File: src/rtl/riscv_pipe_defs_pkg.sv
// Shared RISC-V pipeline definitions: default widths, the canonical NOP encoding and
// the IF/ID buffer occupancy states, encoded as {main_valid, skid_valid}.
package riscv_pipe_defs_pkg;

    localparam int XLEN       = 64;
    localparam int DEF_PC_W   = XLEN;
    localparam int DEF_INST_W = 32;

    localparam logic [31:0] RV_NOP_INST = 32'h0000_0013;

    typedef enum logic [1:0] {
        ST_EMPTY = 2'b00,
        ST_ONE   = 2'b10,
        ST_FULL  = 2'b11
    } stage_state_e;

endpackage

File: src/rtl/if_id_skid_stage.sv
// IF/ID pipeline stage with a main + skid entry, flush, hazard stall and NOP bubble output.
// Optional PIPE_STAGE_PERF_EN adds saturating stall_cnt / flush_cnt performance counters.
module if_id_skid_stage
    import riscv_pipe_defs_pkg::*;
#(
    parameter int                 PC_W     = DEF_PC_W,
    parameter int                 INST_W   = DEF_INST_W,
    parameter logic [INST_W-1:0]  NOP_INST = INST_W'(RV_NOP_INST)
`ifdef PIPE_STAGE_PERF_EN
    ,
    parameter int                 CNT_W    = 32
`endif
) (
    input  logic              clk,
    input  logic              reset,
    input  logic              in_valid,
    output logic              in_ready,
    input  logic [PC_W-1:0]   in_pc,
    input  logic [INST_W-1:0] in_inst,
    input  logic              stall,
    input  logic              flush,
    output logic              out_valid,
    input  logic              out_ready,
    output logic [PC_W-1:0]   out_pc,
    output logic [INST_W-1:0] out_inst
`ifdef PIPE_STAGE_PERF_EN
    ,
    output logic [CNT_W-1:0]  stall_cnt,
    output logic [CNT_W-1:0]  flush_cnt
`endif
);

    logic              main_valid_q, main_valid_d;
    logic              skid_valid_q, skid_valid_d;
    logic              in_ready_q,   in_ready_d;
    logic [PC_W-1:0]   main_pc_q,    main_pc_d;
    logic [INST_W-1:0] main_inst_q,  main_inst_d;
    logic [PC_W-1:0]   skid_pc_q,    skid_pc_d;
    logic [INST_W-1:0] skid_inst_q,  skid_inst_d;

    stage_state_e state;
    logic         take;
    logic         acc;

    assign take = main_valid_q & out_ready & ~stall;
    assign acc  = in_valid & in_ready_q;

    always_comb begin
        state        = stage_state_e'({main_valid_q, skid_valid_q});
        main_valid_d = main_valid_q;
        skid_valid_d = skid_valid_q;
        main_pc_d    = main_pc_q;
        main_inst_d  = main_inst_q;
        skid_pc_d    = skid_pc_q;
        skid_inst_d  = skid_inst_q;

        case (state)
            ST_EMPTY: begin
                if (acc) begin
                    main_valid_d = 1'b1;
                    main_pc_d    = in_pc;
                    main_inst_d  = in_inst;
                end
            end
            ST_ONE: begin
                if (take && acc) begin
                    main_pc_d   = in_pc;
                    main_inst_d = in_inst;
                end else if (take) begin
                    main_valid_d = 1'b0;
                end else if (acc) begin
                    skid_valid_d = 1'b1;
                    skid_pc_d    = in_pc;
                    skid_inst_d  = in_inst;
                end
            end
            ST_FULL: begin
                if (take) begin
                    skid_valid_d = 1'b0;
                    main_pc_d    = skid_pc_q;
                    main_inst_d  = skid_inst_q;
                end
            end
            default: begin
                main_valid_d = 1'b0;
                skid_valid_d = 1'b0;
            end
        endcase

        // A redirect discards everything held, including a same-cycle acceptance.
        if (flush) begin
            main_valid_d = 1'b0;
            skid_valid_d = 1'b0;
        end

        in_ready_d = ~skid_valid_d;
    end

    always_ff @(posedge clk) begin
        if (reset) begin
            main_valid_q <= 1'b0;
            skid_valid_q <= 1'b0;
            in_ready_q   <= 1'b1;
            main_pc_q    <= '0;
            main_inst_q  <= NOP_INST;
            skid_pc_q    <= '0;
            skid_inst_q  <= NOP_INST;
        end else begin
            main_valid_q <= main_valid_d;
            skid_valid_q <= skid_valid_d;
            in_ready_q   <= in_ready_d;
            main_pc_q    <= main_pc_d;
            main_inst_q  <= main_inst_d;
            skid_pc_q    <= skid_pc_d;
            skid_inst_q  <= skid_inst_d;
        end
    end

    assign in_ready  = in_ready_q;
    assign out_valid = main_valid_q;
    assign out_pc    = main_valid_q ? main_pc_q   : '0;
    assign out_inst  = main_valid_q ? main_inst_q : NOP_INST;

    assert property (@(posedge clk) disable iff (reset) !(skid_valid_q && !main_valid_q));

`ifdef PIPE_STAGE_PERF_EN
    logic [CNT_W-1:0] stall_cnt_q, stall_cnt_d;
    logic [CNT_W-1:0] flush_cnt_q, flush_cnt_d;

    // Flush cycles are attributed to flush_cnt only, never to stall_cnt.
    always_comb begin
        stall_cnt_d = stall_cnt_q;
        flush_cnt_d = flush_cnt_q;
        if (main_valid_q && !take && !flush && (stall_cnt_q != '1)) begin
            stall_cnt_d = stall_cnt_q + CNT_W'(1);
        end
        if (flush && (main_valid_q || skid_valid_q) && (flush_cnt_q != '1)) begin
            flush_cnt_d = flush_cnt_q + CNT_W'(1);
        end
    end

    always_ff @(posedge clk) begin
        if (reset) begin
            stall_cnt_q <= '0;
            flush_cnt_q <= '0;
        end else begin
            stall_cnt_q <= stall_cnt_d;
            flush_cnt_q <= flush_cnt_d;
        end
    end

    assign stall_cnt = stall_cnt_q;
    assign flush_cnt = flush_cnt_q;
`endif

endmodule

File: config.mk
export PLATFORM = sky130hd
export DESIGN_NAME = if_id_skid_stage
export DESIGN_NICKNAME = d
export VERILOG_FILES = /design/src/rtl/riscv_pipe_defs_pkg.sv /design/src/rtl/if_id_skid_stage.sv
export SDC_FILE = /design/constraint.sdc
export NUM_CORES = 1
export LEC_CHECK = 0
export BUFFER_PORTS_ARGS = -buffer_cell sky130_fd_sc_hd__buf_2
export CAP_MARGIN = 20
export CORE_ASPECT_RATIO = 1.25
export CORE_MARGIN = 10
export CORE_UTILIZATION = 59
export DETAILED_ROUTE_END_ITERATION = 8
export PLACE_DENSITY = 0.86
export RECOVER_POWER = 50
export SYNTH_ARGS = -nofsm -noshare
export SYNTH_HDL_FRONTEND = slang
export SYNTH_SLANG_ARGS = --single-unit
File: constraint.sdc
create_clock -name clk -period 5.4 [get_ports clk]
set_input_delay 0.27 -clock clk [delete_from_list [all_inputs] [get_ports clk]]
set_output_delay 0.27 -clock clk [all_outputs]
set_load 0.01 [all_outputs]
-- After elaboration in Yosys (flattened, before gate mapping)
Index checks and enable logic that the tools add are counted.
- register bits: 195
- input bits: 102
- output and inout port bits: 98
- logic and storage cells: 49
- equal/unequal tests: 7
- muxes and demuxes: 20
- bitwise gates (word level): 8
- reduce and logical (&&, ||, !) cells: 7
- operator list (kind ; count):
    two-way mux 64 bit ; 4
    one-hot mux 64 bit (3 select lines) ; 1
    two-way mux 32 bit ; 4
    one-hot mux 32 bit (3 select lines) ; 1
    AND reduction 4 bit ; 3
    inequality test 2 bit (second input constant) ; 5
    two-way mux 1 bit ; 8
    one-hot mux 1 bit (3 select lines) ; 2
    NOT 1 bit ; 5
    == test 2 bit (second input constant) ; 2
    bitwise AND 1 bit ; 3
    nonzero test 3 bit ; 1
    zero test 2 bit ; 1
    OR reduction 2 bit ; 1
    logical AND 1 bit ; 1

-- Longest topological paths before layout
- depth in word-level cells: 7
- mapped depth: 10
- depth with buffers taken out: 6

-- Least setup slack after synthesis
Ideal clock, no wire load.
- path kind: reg-to-reg
- start point: reg main_valid_q, in the netlist out_valid
- end point: reg main_pc_q[8]
- setup time: 101 ps
- arrival time: 2163 ps
- data required time: 5299 ps
- slack: 3136 ps
- stages on the path, launching flop included: 10
- path buffers: 3
- period minus slack after synthesis: 2264 ps
- path through: dfxtp_1 inv_1 clkbuf_1 ha_1 a21boi_0 a2111oi_4 buf_6 buf_6 o21ai_0 o41ai_1
- cells in the longest elaborated chain, start to end: 5
- elaborated cells on any way between the ends: 12
- those cells by class: 5 x eq/ne; 1 x mux; 2 x bitwise; 4 x reduce/logical
- RTL lines (item ; line ; source):
    start: declaration ; if_id_skid_stage.sv:33 ; logic main_valid_q, main_valid_d;
    start signal: assignment ; if_id_skid_stage.sv:109 ; main_valid_q <= main_valid_d;
    bitwise AND 1 bit (2 in a row) ; if_id_skid_stage.sv:45 ; assign take = main_valid_q & out_ready & ~stall;
    logical AND 1 bit ; if_id_skid_stage.sv:66 ; if (take && acc) begin
    inequality test 2 bit (no source line) ; n/a ;
    AND reduction 4 bit (no source line) ; n/a ;
    end signal: assignment ; if_id_skid_stage.sv:112 ; main_pc_q <= main_pc_d;
    end: declaration ; if_id_skid_stage.sv:36 ; logic [PC_W-1:0] main_pc_q, main_pc_d;
Several ways; a longest one is shown, not always the timed one.
A chain may end at the register's enable or synchronous reset.

-- Worst setup path after layout
- start point: reg main_valid_q, in the netlist out_valid
- end point: reg in_ready_q, in the netlist in_ready
- cells in the longest elaborated chain, start to end: 7
- elaborated cells on any way between the ends: 12
- those cells by class: 2 x eq/ne; 5 x mux; 3 x bitwise; 2 x reduce/logical
- RTL lines (item ; line ; source):
    bitwise AND 1 bit (2 in a row) ; if_id_skid_stage.sv:45 ;
    two-way mux 1 bit or logical AND 1 bit (tied branches) ; if_id_skid_stage.sv:69, if_id_skid_stage.sv:66 ;
    two-way mux 1 bit ; if_id_skid_stage.sv:66 ;
    one-hot mux 1 bit (3 select lines) (*) ; if_id_skid_stage.sv:57 ; case (state)
    two-way mux 1 bit (*) ; if_id_skid_stage.sv:91 ; if (flush) begin
    NOT 1 bit (*) ; if_id_skid_stage.sv:96 ; in_ready_d = ~skid_valid_d;
    end signal: assignment ; if_id_skid_stage.sv:111 ; in_ready_q <= in_ready_d;
    end: declaration ; if_id_skid_stage.sv:35 ; logic in_ready_q, in_ready_d;
Mark *: on every way between the ends. The rest lies on a longest branch, timed or not.

==> flow_summary.toml <==
[outcome]
status = "complete, but fails checks"
violations = "capacitance limit, slew limit"

[grt]
antenna_found_initial = 4
grt_pass1_vias = 7636
track_usage_pct = 21.10
grt_pass1_wl_mm = 37.76
grt_start_max_net_pins = 171
grt_remaining_overflow = 0

[logic_synthesis]
synthTopCellsByArea = "dfxtp_1 (42%), mux2i_1 (11%), o41ai_1 (8.8%)"
synth.most_common_cell = "dfxtp_1"
synth_top_area_share_pct = 42.27
synth_edf_count = 0
netlist.top_cell.by_area = "dfxtp_1"
syn_area_um2 = 9235
synthDistinctLibCells = 31
ys_seq_elements = 195
ys_seq_area_share_pct = 42.27
postSynthAreaPerCell_um2 = 7.748
yosys_warnings = 0
synth_top_flop_cell = "dfxtp_1"
synthArstFlopShare_pct = 0
synthTopCellsByCount = "dfxtp_1 (195), nand2_1 (193), nor2_1 (189), mux2i_1 (97), inv_1 (95)"
synth_cells = 1192
syn_nets = 1298

[place]
dp.cells = 1496
port_buffers = 199
globalplace.congestion = 0.7761
hpwl_mm = 14.51

[setup_path]
cp_top_family = "simple AND/OR/NAND/NOR gates"
crit_path_end_kind = "flop"
rrSetupSlack_ns = 1.60
crit_type = "reg2reg"
crit_path_max_fanout = 41
critPathArrivalTime_ns = 4.10
cpPeakStageDelay_ns = 1.90
r2r_end = "in_ready"
slowest_stage = "and2_0"
crit_buf_inv = 0
rr_startpoint = "out_valid"
start_kind = "flop"
r2r_cells = 5
required_ns = 5.70
cp_cell_sequence = "ha_1 > and3_1 > and2_0 > a21oi_1 > or4_1"

[floorplanning]
die_area_um2 = 21090
coreArea_um2 = 15510
ios = 200
start_util_pct = 59.56
fp.dieW_um = 131.9
fp-row-count = 51
dieHeight_um = 159.9

[route]
routed_wl_mm = 23.33
ant_nets = 0
vias_per_cell = 5.439
drtPass1Iterations = 5
drt-initial-drc-count = 879
drcViolationCount = 0
vias = 8327
wl_per_cell_um = 15.24

[job]
cap_violations = 2

[sta]
fin_worst_skew_ns = 0.008027
holdWs_ns = 0.03864
fmax_ghz = 0.2632
rsz0062_at_grt = "false"
period_needed_ns = 3.800
slew_violations = 136
final.period_utilization_pct = 70.36
slew_headroom_pct = -71.07
tightest_slew_ns = 2.565
setup_violations = 0
finalHoldViolCount = 0
setup_tns_ns = 0

[clock_network]
htreeDepth = 4
holdBufCountCts = 0
post_cts_resized = 0
cts_sinks = 195
cts_tree = "done"
clkLatencyLatePin_ns = 0.43
cts_buffers = 17
path_clk_slew_ns = 0.06
cts-root-buf = "clkbuf_16"
post_cts_buffers = 0
clockBufferDepth = 2

[finish]
fin_cells = 1531
synthToLayoutAreaGrowth_pct = 15.19
drive_above_1_share_pct = 15.17
fin_nets = 1411

[power_and_ir_drop]
p_leak_uw = 0.003897
p_total_uw = 3271
ir_worst_vdd_v = 0.0001983
p_per_area_nw_per_um2 = 307.5

[min_path]
min_from = "flush"
min_to = "out_valid"
min_delay_path_depth = 2
holdCritPathClass = "in2reg"
[per-layer routing]
metal / track usage (%) / wire length [um] / part of all wire (%) / up-vias
li1: - / - / - / 4243
met1: 25.49 / 10060 / 43 / 3804
met2: 34.93 / 11250 / 48 / 232
met3: 5.430 / 1424 / 6.1 / 42
met4: 8.612 / 559 / 2.4 / 6
met5: 0 / 44 / 0.19 / -
[power by group]
group	internal (uW)	switching [uW]	leakage, uW
sequential	1530	29.0	0.00159
combinational	142	264	0.00201
clock	755	551	0.000290
total	2430	844	0.00390
[worst max-delay path by stage]
| stage | slack [ns] | cells after the start | to | start |
|---|---|---|---|---|
| finish | 1.60 | 5 | in_ready | out_valid |
| global route | 1.31 | 5 | in_ready | out_valid |
| CTS | 2.02 | 8 | main_pc_q[44] | out_valid |
| detailed placement | 2.03 | 8 | main_pc_q[44] | out_valid |
| global placement | 2.13 | 8 | main_inst_q[0] | out_valid |
| floorplan | 3.14 | 9 | main_pc_q[8] | out_valid |
[registers in the layout (all words and copies together) (netlist names)]
signal	count
in_ready	1
skid_pc_q	64
skid_inst_q	32
out_valid	1
main_inst_q	32
skid_valid_q	1
main_pc_q	64
[placed cells by master, fill, tap and decap left out, types with 2 or more instances in the layout]
| cell | instances |
|---|---|
| a211oi_1 | 3 |
| ha_1 | 3 |
| buf_16 | 2 |
| buf_2 | 151 |
| o21ai_1 | 19 |
| or2b_1 | 2 |
| inv_1 | 94 |
| dfxtp_1 | 195 |
| nor2_1 | 189 |
| a21oi_1 | 94 |
| buf_4 | 6 |
| o21ai_0 | 74 |
| nand2_1 | 192 |
| o41ai_1 | 93 |
| clkbuf_8 | 3 |
| mux2i_1 | 97 |
| clkbuf_1 | 48 |
| clkbuf_16 | 17 |
| nor2b_1 | 3 |
| bufinv_16 | 3 |
| clkinv_2 | 3 |
| clkinvlp_4 | 4 |
| nand3b_1 | 3 |
[worst reg2reg max path, cell delays in order (launching register included)]
cell and delay [ns]:
dfxtp_1 0.54, ha_1 0.32, and3_1 0.30, and2_0 1.90
a21oi_1 0.12, or4_1 0.50
[kinds of logic after synthesis]
family,Yosys count,share of synthesized area (%)
adders and majority gates,4,0.5420
AOI/OAI and AO/OA,287,19.77
and+or+nand+nor,399,16.85
muxes,97,10.51
DFF,195,42.27
buffers and inverters,210,10.05
[per-stage QoR]
step	area [um2]	util [%]	worst slack [ns]
after detailed placement	10040	64.73	2.026
after CTS	10650	68.68	2.016
after global placement	10040	64.73	2.132
after global routing	10640	68.59	1.306
final	10640	68.60	1.600
after floorplan	9235	-	3.136
[area by class of cell]
cell class | instances | area [um2]
multi-input cells | 787 | 4425
clock inverters | 12 | 155.1
flip-flops and latches | 195 | 3904
fillers | 1320 | 4868
clock buffers | 20 | 456.7
repair buffers | 209 | 1071
inverters | 95 | 357.8
well taps | 212 | 265.3
diodes | 1 | 2.502
Note: power is estimated with default switching activity, not from simulation.
